===== config.mk =====
export PLATFORM = sky130hd
export DESIGN_NAME = mem_port_arbiter_flat
export DESIGN_NICKNAME = d
export VERILOG_FILES = /design/src/rtl/mem_port_arbiter_if.sv /design/src/rtl/mem_port_arbiter.sv /design/src/flat_wrapper.sv
export SDC_FILE = /design/constraint.sdc
export NUM_CORES = 1
export LEC_CHECK = 0
export CORE_MARGIN = 4
export CORE_UTILIZATION = 45
export CTS_CLUSTER_DIAMETER = 30
export CTS_CLUSTER_SIZE = 8
export DETAILED_ROUTE_END_ITERATION = 8
export PLACE_DENSITY = 0.85
export SLEW_MARGIN = 5
export SYNTH_ARGS = -nofsm -noshare
export SYNTH_HDL_FRONTEND = slang
export SYNTH_SLANG_ARGS = --single-unit

===== constraint.sdc =====
create_clock -name clk -period 7.5 [get_ports clk]
set_input_delay 1.5 -clock clk [delete_from_list [all_inputs] [get_ports clk]]
set_output_delay 1.5 -clock clk [all_outputs]
set_load 0.01 [all_outputs]

===== src/rtl/mem_port_arbiter_if.sv =====
// Bundle between the pipeline's IF/DM ports, the shared memory and the arbiter.
// The arbiter takes the slave view; the core/memory side takes the master view.
interface mem_port_arbiter_if #(
  parameter int AW = 10
);
  logic          if_req;
  logic [AW-1:0] if_addr;
  logic          if_ack;
  logic [31:0]   if_rdata;
  logic          dm_req;
  logic          dm_wen;
  logic [1:0]    dm_wsize;
  logic [AW-1:0] dm_addr;
  logic [31:0]   dm_wdata;
  logic          dm_ack;
  logic [31:0]   dm_rdata;
  logic          mem_en;
  logic          mem_we;
  logic [1:0]    mem_wsize;
  logic [AW-1:0] mem_addr;
  logic [31:0]   mem_wdata;
  logic [31:0]   mem_rdata;
  logic          if_stall;
  logic          dm_stall;
  logic          busy;

  modport slave (
    input  if_req, if_addr, dm_req, dm_wen, dm_wsize, dm_addr, dm_wdata, mem_rdata,
    output if_ack, if_rdata, dm_ack, dm_rdata,
    output mem_en, mem_we, mem_wsize, mem_addr, mem_wdata,
    output if_stall, dm_stall, busy
  );

  modport master (
    output if_req, if_addr, dm_req, dm_wen, dm_wsize, dm_addr, dm_wdata, mem_rdata,
    input  if_ack, if_rdata, dm_ack, dm_rdata,
    input  mem_en, mem_we, mem_wsize, mem_addr, mem_wdata,
    input  if_stall, dm_stall, busy
  );
endinterface


===== src/rtl/mem_port_arbiter.sv =====
// Shares one fixed-latency single-port memory between IF and DM ports.
// DM wins contention; an aging counter lets a repeatedly losing IF request through.
module mem_port_arbiter #(
  parameter int MEM_LAT  = 1,
  parameter int MAX_WAIT = 2,
  parameter int AW       = 10
) (
  input logic               clk,
  input logic               rst,
  mem_port_arbiter_if.slave bus
);
  localparam logic [1:0] IDLE  = 2'd0;
  localparam logic [1:0] ISSUE = 2'd1;
  localparam logic [1:0] WAIT  = 2'd2;
  localparam logic [1:0] RESP  = 2'd3;

  localparam int            WW        = (MAX_WAIT < 1) ? 1 : $clog2(MAX_WAIT + 1);
  localparam logic [AW-1:0] ZERO_ADDR = '0;
  localparam logic [1:0]    WORD      = 2'b10;

  logic [1:0]    state;
  logic          owner;     // 1 = DM owns the access in flight
  logic [WW-1:0] wait_cnt;
  logic [2:0]    lat_cnt;

  logic arb, if_cand, dm_cand, age_hit, grant, gnt_dm;

  // In RESP the owner still holds req until it sees ack, so its req is stale there.
  always_comb begin
    arb     = (state == IDLE) || (state == RESP);
    if_cand = bus.if_req && !((state == RESP) && !owner);
    dm_cand = bus.dm_req && !((state == RESP) && owner);
    age_hit = (MAX_WAIT > 0) && (int'(wait_cnt) >= MAX_WAIT);
    grant   = arb && (if_cand || dm_cand);
    gnt_dm  = dm_cand && !(if_cand && age_hit);
  end

  always_ff @(posedge clk or posedge rst) begin
    if (rst) begin
      state         <= IDLE;
      owner         <= 1'b0;
      wait_cnt      <= '0;
      lat_cnt       <= '0;
      bus.mem_en    <= 1'b0;
      bus.mem_we    <= 1'b0;
      bus.mem_wsize <= '0;
      bus.mem_addr  <= ZERO_ADDR;
      bus.mem_wdata <= '0;
      bus.if_ack    <= 1'b0;
      bus.dm_ack    <= 1'b0;
      bus.if_rdata  <= '0;
      bus.dm_rdata  <= '0;
    end else begin
      bus.mem_en <= 1'b0;
      bus.if_ack <= 1'b0;
      bus.dm_ack <= 1'b0;
      case (state)
        ISSUE: begin
          state   <= WAIT;
          lat_cnt <= 3'd1;
        end
        WAIT: begin
          if (lat_cnt == 3'(MEM_LAT)) begin
            state <= RESP;
            if (owner) begin
              bus.dm_ack <= 1'b1;
              if (!bus.mem_we) bus.dm_rdata <= bus.mem_rdata;
            end else begin
              bus.if_ack   <= 1'b1;
              bus.if_rdata <= bus.mem_rdata;
            end
          end else begin
            lat_cnt <= lat_cnt + 3'd1;
          end
        end
        default: state <= grant ? ISSUE : IDLE;
      endcase

      if (grant) begin
        owner         <= gnt_dm;
        bus.mem_en    <= 1'b1;
        bus.mem_we    <= gnt_dm && bus.dm_wen;
        bus.mem_wsize <= gnt_dm ? bus.dm_wsize : WORD;
        bus.mem_addr  <= gnt_dm ? bus.dm_addr : bus.if_addr;
        bus.mem_wdata <= gnt_dm ? bus.dm_wdata : '0;
        if (!gnt_dm)
          wait_cnt <= '0;
        else if (if_cand && (int'(wait_cnt) < MAX_WAIT))
          wait_cnt <= wait_cnt + 1'b1;
      end
    end
  end

  assign bus.if_stall = bus.if_req & ~bus.if_ack;
  assign bus.dm_stall = bus.dm_req & ~bus.dm_ack;
  assign bus.busy     = (state != IDLE);
endmodule


===== src/flat_wrapper.sv =====
// flat-port wrapper written by rule: the top's interface ports become plain ports
module mem_port_arbiter_flat 
#(
  parameter int MEM_LAT  = 1,
  parameter int MAX_WAIT = 2,
  parameter int AW       = 10
)
  (clk, rst, bus_if_req, bus_if_addr, bus_dm_req, bus_dm_wen, bus_dm_wsize, bus_dm_addr, bus_dm_wdata, bus_mem_rdata, bus_if_ack, bus_if_rdata, bus_dm_ack, bus_dm_rdata, bus_mem_en, bus_mem_we, bus_mem_wsize, bus_mem_addr, bus_mem_wdata, bus_if_stall, bus_dm_stall, bus_busy);
  mem_port_arbiter_if #(.AW(AW)) bus_i ();
  input logic clk;
  input logic rst;
  input wire logic [$bits(bus_i.if_req)-1:0] bus_if_req;
  input wire logic [$bits(bus_i.if_addr)-1:0] bus_if_addr;
  input wire logic [$bits(bus_i.dm_req)-1:0] bus_dm_req;
  input wire logic [$bits(bus_i.dm_wen)-1:0] bus_dm_wen;
  input wire logic [$bits(bus_i.dm_wsize)-1:0] bus_dm_wsize;
  input wire logic [$bits(bus_i.dm_addr)-1:0] bus_dm_addr;
  input wire logic [$bits(bus_i.dm_wdata)-1:0] bus_dm_wdata;
  input wire logic [$bits(bus_i.mem_rdata)-1:0] bus_mem_rdata;
  output wire logic [$bits(bus_i.if_ack)-1:0] bus_if_ack;
  output wire logic [$bits(bus_i.if_rdata)-1:0] bus_if_rdata;
  output wire logic [$bits(bus_i.dm_ack)-1:0] bus_dm_ack;
  output wire logic [$bits(bus_i.dm_rdata)-1:0] bus_dm_rdata;
  output wire logic [$bits(bus_i.mem_en)-1:0] bus_mem_en;
  output wire logic [$bits(bus_i.mem_we)-1:0] bus_mem_we;
  output wire logic [$bits(bus_i.mem_wsize)-1:0] bus_mem_wsize;
  output wire logic [$bits(bus_i.mem_addr)-1:0] bus_mem_addr;
  output wire logic [$bits(bus_i.mem_wdata)-1:0] bus_mem_wdata;
  output wire logic [$bits(bus_i.if_stall)-1:0] bus_if_stall;
  output wire logic [$bits(bus_i.dm_stall)-1:0] bus_dm_stall;
  output wire logic [$bits(bus_i.busy)-1:0] bus_busy;
  assign bus_i.if_req = bus_if_req;
  assign bus_i.if_addr = bus_if_addr;
  assign bus_i.dm_req = bus_dm_req;
  assign bus_i.dm_wen = bus_dm_wen;
  assign bus_i.dm_wsize = bus_dm_wsize;
  assign bus_i.dm_addr = bus_dm_addr;
  assign bus_i.dm_wdata = bus_dm_wdata;
  assign bus_i.mem_rdata = bus_mem_rdata;
  assign bus_if_ack = bus_i.if_ack;
  assign bus_if_rdata = bus_i.if_rdata;
  assign bus_dm_ack = bus_i.dm_ack;
  assign bus_dm_rdata = bus_i.dm_rdata;
  assign bus_mem_en = bus_i.mem_en;
  assign bus_mem_we = bus_i.mem_we;
  assign bus_mem_wsize = bus_i.mem_wsize;
  assign bus_mem_addr = bus_i.mem_addr;
  assign bus_mem_wdata = bus_i.mem_wdata;
  assign bus_if_stall = bus_i.if_stall;
  assign bus_dm_stall = bus_i.dm_stall;
  assign bus_busy = bus_i.busy;
  mem_port_arbiter #(.MEM_LAT(MEM_LAT), .MAX_WAIT(MAX_WAIT), .AW(AW)) u_core (.clk(clk), .rst(rst), .bus(bus_i));
endmodule

# Word level (Yosys, flattened, before mapping)
# Cells that the tools add are included.
dict set report totals {
  regBits 120
  wordCells 69
}
dict set report classes {
  reduce_logical 22
  eq_ne 7
  bitwise_logic 6
  muxes 17
  order_cmp 2
  n_addsub 2
}
# cell n
set op_table {}
lappend op_table {{$mux 32} 1}
lappend op_table {{$mux 10} 1}
lappend op_table {{$logic_and 1x1->1} 9}
lappend op_table {{$mux 1} 8}
lappend op_table {{$mux 2} 4}
lappend op_table {{$pmux 3 s2} 1}
lappend op_table {{$eq 2x2->1 const B} 2}
lappend op_table {{$logic_not 1->1} 4}
lappend op_table {{$ne 2x2->1 const B} 2}
lappend op_table {{$not 1->1} 4}
lappend op_table {{$pmux 2 s2} 1}
lappend op_table {{$reduce_and 2->1} 2}
lappend op_table {{$reduce_and 4->1} 1}
lappend op_table {{$reduce_bool 2->1} 2}
lappend op_table {{$add 3x1->3 const B} 1}
lappend op_table {{$eq 3x1->1 const B} 1}
lappend op_table {{$mux 3} 1}
lappend op_table {{$reduce_and 3->1} 1}
lappend op_table {{$add 2x1->2 const B} 1}
lappend op_table {{$and 1x1->1} 2}
lappend op_table {{$eq 2x1->1 const B} 1}
lappend op_table {{$ge 2x2->1 const B} 1}
lappend op_table {{$logic_not 2->1} 1}
lappend op_table {{$logic_or 1x1->1} 2}
lappend op_table {{2 further kinds} 2}

# Longest topological paths before layout
# Gate-level depths: netlist of run 1.
dict set report depth {
  depth_word 9
  depth_mapped 8
}

# Least setup slack after synthesis of run 1
# OpenSTA, ideal clock, no wires.
dict set report synth_timing {
  path_type {input port to output port}
  start {in bus_if_req}
  end {out bus_if_stall}
  setup_slack_ns 4.256
  required_time_ns 6.000
  t_arrival_ns 1.744
  stages 2
  path_cell_list {inv_1 > nor2_1}
}
dict set report synth_between {
  elab_chain_len 1
}
# element line
set synth_lines {}
lappend synth_lines {{start, declared} flat_wrapper.sv:12} ;# input wire logic [$bits(bus_i.if_req)-1:0] bus_if_req;
lappend synth_lines {{$and 1x1->1} mem_port_arbiter.sv:94} ;# assign bus.if_stall = bus.if_req & ~bus.if_ack;
lappend synth_lines {{end, declared} flat_wrapper.sv:29} ;# output wire logic [$bits(bus_i.if_stall)-1:0] bus_if_stall;
# Every way passes these cells.

# Final worst setup path of run 1
# Same ends and word-level chain as after synthesis.

==> run metrics, run 1 <==
number of post-CTS setup repair buffers 0; via density per instance between 5 and 6; simple-gate area share of the yosys netlist roughly 2.5%; slew at the pin closest to its max-slew limit 0.909 ns; post-synthesis to final-layout area growth 57.8%; total of buffers placed on input and output ports between 200 and 250; first-pass detailed-route iteration total 4; final cycle utilization of the critical path between 50 and 60%; number of buffers added by the clock tree synthesis step 17; Synth warnings 0; syn_nets roughly 410; proportion of synthesized flip-flops having asynchronous set or reset 100%; final hold vios 0; worst min-delay path category register to register; share of synthesized area spent on multiplexers 20.9%; Achievable Freq approximately 0.23 GHz; starting DRC count in detailed routing 132; utilization after layout about 73%; maximum clock path buffer count 2; CTS H-tree depth 4; Post-synth EDFFs 0; Setup Skew 0.0107 ns; count of standard-cell rows 37; tightest slew margin relative to the limit between 30 and 40%; Final Max Slew Viols 0; sink count of the clock tree 120; routability congestion estimate 0.832; number of top-level design ports a little over 200; unrepaired setup endpoints after global routing false; most numerous cell types in the synthesized netlist sky130_fd_sc_hd__dfrtp_1 (120), sky130_fd_sc_hd__mux2_2 (76), sky130_fd_sc_hd__a22o_1 (34); clock latency reported for the late side of the worst-skew pair just under 0.5 ns; number of hold-repair buffers added at the cts stage 0; CTS tree yes; minimum period implied by the final worst setup slack between 4 and 5 ns; number of gates resized after CTS 0; share of final-layout standard cells stronger than drive strength 1 between 20% and 30%; worst voltage drop across the vdd grid between 0.2 and 0.3 mV; clock transition time at the flip-flop clock pins of the worst setup and hold paths approximately 0.06 ns; Post-route DRC 0; width of the die between 100 and 150 microns; HPWL reported at the end of detailed placement between 8000 and 9000 microns; Crit Path Class input port to output port; per-cell routed wire length between 15 and 20 microns; maximum number of pins on one net before global-route repair 75; crit start category input port; area share of fa/ha/maj cells after synthesis under 10%; clock tree root buffer cell sky130_fd_sc_hd__clkbuf_8; power per standard cell area approximately 470 mW/mm^2; number of global-route vias before repair 3808; leak pwr around 3.2 nW; number of instances in the synthesized netlist about 310; area share of the largest cell type after synthesis a little over three fifths; number of max-capacitance violations reported 0; share of the synthesized area in compound gates (AO/OA/AOI/OAI) around 8.3%; total via count after detailed routing between 3000 and 4000; effective utilization at floorplan a little under half; die area 0.0123 sq mm; Total Routing Usage GR 20.3%; Arrival @ worst endpoint between 2 and 3 ns; register area share after synthesis between 60% and 70%; flip-flop and latch count after synthesis 120; biggest area consumer among synthesized cells sky130_fd_sc_hd__dfrtp_1; number of nets at the end of the flow around 600; Synth Flop Type sky130_fd_sc_hd__dfrtp_1; Post-Syn Area between 0.004 and 0.005 sq mm; final setup violation count 0; element type at the critical path end output port; syn avg cell area between 15 and 20 sq um; ANT nets after route 0; Total Wirelength 12200 microns; accumulated negative setup slack 0 ns; first-pass GRT wire length 20000 microns; main combinational cell family by area after synthesis multiplexers; most frequent cell after synthesis sky130_fd_sc_hd__dfrtp_1; Cell variety after synth 27; Final Hold Slack approximately 0.49 ns; top cells by area, synth sky130_fd_sc_hd__dfrtp_1 (63%), sky130_fd_sc_hd__mux2_2 (18%), sky130_fd_sc_hd__a22o_1 (6.3%), sky130_fd_sc_hd__mux2_4 (2.2%), sky130_fd_sc_hd__ha_1 (1.8%); overall die height approximately 110 microns; GRT overflow 0; initial antenna violation count 0; status finished clean; xor/xnor share of the synthesized area 0%; required time of the critical path approximately 6.0 ns; Antenna diodes 0; largest fanout on the critical path 3; standard cell core area between 0.01 and 0.015 sq mm
-- critical path, cell delays in order --
cell and delay [ns]:
sky130_fd_sc_hd__clkdlybuf4s50_1 0.51, sky130_fd_sc_hd__inv_1 0.12, sky130_fd_sc_hd__nor2_1 0.12, sky130_fd_sc_hd__clkdlybuf4s50_1 0.54
-- layout by cell type, fill, tap and decap left out, drive strengths merged --
cell type	n
nand2b	4
clkdlybuf4s50	205
clkbuf	19
dfrtp	120
mux2	85
a21oi	2
a22o	34
or3	1
o32a	1
bufinv	3
buf	4
nand2	6
nor2	8
o311ai	1
o21ai	6
nor2b	1
ha	7
clkinvlp	2
o22ai	2
nand3b	1
clkinv	6
mux2i	1
a211oi	1
inv	12
nor3	1
-- final cells by class --
class	instances	area, sq um
Fill cell	702	2820
Sequential cell	120	3000
Timing Repair Buffer	209	2080
Clock inverter	13	168
Tap cell	136	170
Clock buffer	19	442
Multi-Input combinational cell	162	1600
Inverter	10	45.0
-- logic make-up after synthesis --
| logic type | Yosys count |
|---|---|
| AND/OR/NAND/NOR | 22 |
| AO/OA/AOI/OAI | 47 |
| adder cells (fa/ha/maj) | 7 |
| multiplexers | 86 |
| buffers and inverters | 25 |
| flip-flops | 120 |
-- power by group --
part	total (mW)	leakage [nW]	internal (mW)	switching, mW
registers	1.13	1.46	0.958	0.168
logic	1.58	1.46	0.933	0.646
clock network	0.826	0.295	0.528	0.298
total	3.53	3.21	2.42	1.11
-- sequential cells by signal, summed over array words and instances, names as in the netlist --
signal and flops:
u_core.state 2, u_core.bus.mem_we 1, u_core.bus.if_ack 1, u_core.owner 1, u_core.bus.mem_en 1, u_core.lat_cnt 3, u_core.bus.if_rdata 32, u_core.bus.mem_wsize 2
u_core.bus.dm_rdata 32, u_core.wait_cnt 2, u_core.bus.mem_addr 10, u_core.bus.dm_ack 1, u_core.bus.mem_wdata 32
-- final timing paths --
kind                                          from                      end  slack (ns)  cells after the start
max reg2reg                        u_core.state[0]   u_core.bus.mem_addr[8]        5.16                      6
max                                     bus_if_req             bus_if_stall        3.21                      4
min in group asynchronous                      rst  u_core.bus.mem_wdata[9]        1.42                      2
min                        u_core.bus.dm_rdata[25]  u_core.bus.dm_rdata[25]        0.49                      1
max in group asynchronous                      rst   u_core.bus.dm_rdata[9]        4.74                      3
min reg2reg                u_core.bus.dm_rdata[25]  u_core.bus.dm_rdata[25]        0.49                      1
-- routing by layer --
metal | up-vias | track usage [%] | routed length (microns)
met5 | - | 0 | 0
met4 | 0 | 6.57 | 250
met3 | 20 | 9.55 | 1280
met2 | 151 | 33.0 | 5750
met1 | 1703 | 23.8 | 4890
li1 | 1535 | - | -
-- metrics by stage --
stage	power [mW]	area (sq um)	setup WS, ns	instances
6_report	3.53	7510	3.21	669
5_1_grt	3.73	7510	3.17	669
4_1_cts	3.58	7510	3.21	669
3_5_place_dp	2.73	6900	3.22	637
3_3_place_gp	2.68	6900	3.21	637
2_1_floorplan	1.97	4760	2.81	307
(Power assumes the default switching activity.)
==> run 2, diff against run 1 <==
--- a/config.mk
+++ b/config.mk
@@ -6,11 +6,11 @@
 export NUM_CORES = 1
 export LEC_CHECK = 0
 export CORE_MARGIN = 4
-export CORE_UTILIZATION = 45
+export CORE_UTILIZATION = 38
 export CTS_CLUSTER_DIAMETER = 30
 export CTS_CLUSTER_SIZE = 8
 export DETAILED_ROUTE_END_ITERATION = 8
-export PLACE_DENSITY = 0.85
+export PLACE_DENSITY = 0.76
 export SLEW_MARGIN = 5
 export SYNTH_ARGS = -nofsm -noshare
 export SYNTH_HDL_FRONTEND = slang
==> constraint.sdc (replaced) <==
create_clock -name clk -period 3.8 [get_ports clk]
set_input_delay 0.76 -clock clk [delete_from_list [all_inputs] [get_ports clk]]
set_output_delay 0.76 -clock clk [all_outputs]
set_load 0.01 [all_outputs]
==> run metrics, run 2 (synthesis results as in run 1) <==
Met2 Routed Length 5840 microns (+1.5%); first-pass detailed-route iteration total 4 (unchanged); accumulated negative setup slack 0 ns (unchanged); count of standard-cell rows 40 (+8.1%); Total Wirelength 12600 microns (+3.8%); leak pwr 3.21 nW (-0.19%); crit path max-delay cell type sky130_fd_sc_hd__clkdlybuf4s50_1; per-cell routed wire length 18.1 microns (-0.82%); crit start category input port; status finished clean; number of gates resized after CTS 0 (unchanged); number of top-level design ports 206 (unchanged); fin worst setup slack 0.978 ns (-2.23 ns); worst setup timing slack at the placement stage 0.842 ns (-2.38 ns); die area 0.0144 sq mm (+17%); post-synthesis to final-layout area growth 58.9%; utilization after layout 62.4% (-10 points); clock tree root buffer cell sky130_fd_sc_hd__clkbuf_16; number of nets at the end of the flow 617 (-0.16%); total of buffers placed on input and output ports 205 (unchanged); minimum period implied by the final worst setup slack between 2 and 3 ns; maximum clock path buffer count 2 (unchanged); Arrival @ worst endpoint 2.06 ns (-0.73 ns); most frequent cells in the layout sky130_fd_sc_hd__clkdlybuf4s50_1 (205), sky130_fd_sc_hd__dfrtp_1 (120), sky130_fd_sc_hd__mux2_2 (76); share of final-layout standard cells stronger than drive strength 1 22.6% (-0.90 points); CTS H-tree depth 4 (unchanged); top sig layer met4; slew at the pin closest to its max-slew limit 1.00 ns (+0.0902 ns); final hold vios 0 (unchanged); total via count after detailed routing 3397 (-0.35%); CTS tree yes; GRT overflow 0 (unchanged); Achievable Freq about 0.35 GHz; leading registers by flop count u_core.bus.dm_rdata x32, u_core.bus.if_rdata x32, u_core.bus.mem_wdata x32; largest fanout on the critical path 3 (unchanged); ANT nets after route 0 (unchanged); number of post-CTS setup repair buffers 0 (unchanged); unrepaired setup endpoints after global routing false; number of hold-repair buffers added at the cts stage 0 (unchanged); clock transition time at the flip-flop clock pins of the worst setup and hold paths 0.05 ns (about the same); most common cell after layout, fill and taps aside sky130_fd_sc_hd__clkdlybuf4s50_1; number of max-capacitance violations reported 0 (unchanged); most common cell type on the critical path sky130_fd_sc_hd__clkdlybuf4s50_1; HPWL reported at the end of detailed placement 8910 microns (+2.8%); met3 WL post-DR 1720 microns (+34%); via density per instance 4.85 (-4.8%); Largest delay share family, worst path buffers and inverters; Post-route DRC 0 (unchanged); worst min-delay path category register to register; cell-by-cell trace of the critical path clkdlybuf4s50_1 > inv_1 > nor2_1 > clkdlybuf4s50_1; Antenna diodes 0 (unchanged); tightest slew margin relative to the limit 33.2% (-6.2 points); worst voltage drop across the vdd grid 0.489 mV (+94%); overall die height 120 microns (+8.2%); starting DRC count in detailed routing 193 (+46%); element type at the critical path end output port; number of global-route vias before repair 3766 (-1.1%); sink count of the clock tree 120 (unchanged); final setup violation count 0 (unchanged); routed metal-1 wirelength 4880 microns (-0.37%); standard cell core area 0.0121 sq mm (+17%); Total Routing Usage GR 18.1% (-2.2 points); Setup Skew 0.00706 ns (-0.00366 ns); clock latency reported for the late side of the worst-skew pair 0.40 ns (-0.09 ns); largest incremental delay on the critical path 0.54 ns (about the same); first-pass GRT wire length 20200 microns (+1.1%); width of the die 120 microns (+8.2%); initial antenna violation count 0 (unchanged); number of cells in the design after placement 668 (+4.9%); number of buffers and inverters on the critical path 3 (unchanged); final cycle utilization of the critical path between 70% and 80%; Crit Path Class input port to output port; non-filler cells in the finished layout 700 (+4.6%); required time of the critical path 3.04 ns (-2.96 ns); number of buffers added by the clock tree synthesis step 17 (unchanged); Final Max Slew Viols 0 (unchanged); effective utilization at floorplan 39.3% (-6.8 points); routability congestion estimate 0.742 (-11%); power per standard cell area 926 mW/mm^2 (+97%); maximum number of pins on one net before global-route repair 121 (+61%)
[run 2: metrics by stage]
stage	instance area [sq um]	total power, mW	hold slack [ns]
CTS	7560	7.10	0.496
global placement	6950	5.32	0.470
detailed placement	6950	5.41	0.482
global route	7560	7.41	0.514
finish	7560	7.00	0.489
floorplan	4760	3.89	0.474
[run 2: worst paths after layout]
check	from	to	slack [ns]	cells past startpoint
hold reg to reg	u_core.bus.dm_rdata[24]	u_core.bus.dm_rdata[24]	0.49	1
max in group asynchronous	rst	u_core.bus.if_ack	2.45	3
setup reg to reg	u_core.state[0]	u_core.bus.if_rdata[13]	1.38	5
hold / removal	u_core.bus.dm_rdata[24]	u_core.bus.dm_rdata[24]	0.49	1
min in group asynchronous	rst	u_core.bus.dm_rdata[4]	0.90	3
setup / recovery	bus_if_req	bus_if_stall	0.98	4
[run 2: worst reg2reg max path, delay by kind of cell (launching register included)]
| kind | cells | cell delay, ns |
|---|---|---|
| and+or+nand+nor | 2 | 1.09 |
| muxes | 1 | 0.45 |
| DFF | 1 | 0.41 |
| adders and majority gates | 1 | 0.26 |
| buffers and inverters | 1 | 0.09 |
[run 2: metal layers]
metal,global-route usage (%),vias to the layer above
met3,11.5,17
li1,-,1539
met4,6.51,0
met1,20.5,1682
met5,0,-
met2,27.8,159
[run 2: report_power, final]
part	switching (mW)	leakage (nW)	total, mW	internal, mW
sequential	0.329	1.46	2.22	1.89
clock	0.539	0.293	1.64	1.10
combinational	1.30	1.45	3.14	1.84
[run 2: cell type report]
cell class                 count  area, sq um
inverter                      10         46.3
fill                         968         4550
sequential                   120         3000
clock inverter                 7          115
timing repair buffer         208         2090
multi-input combinational    162         1600
clock buffer                  25          495
tap                          168          210
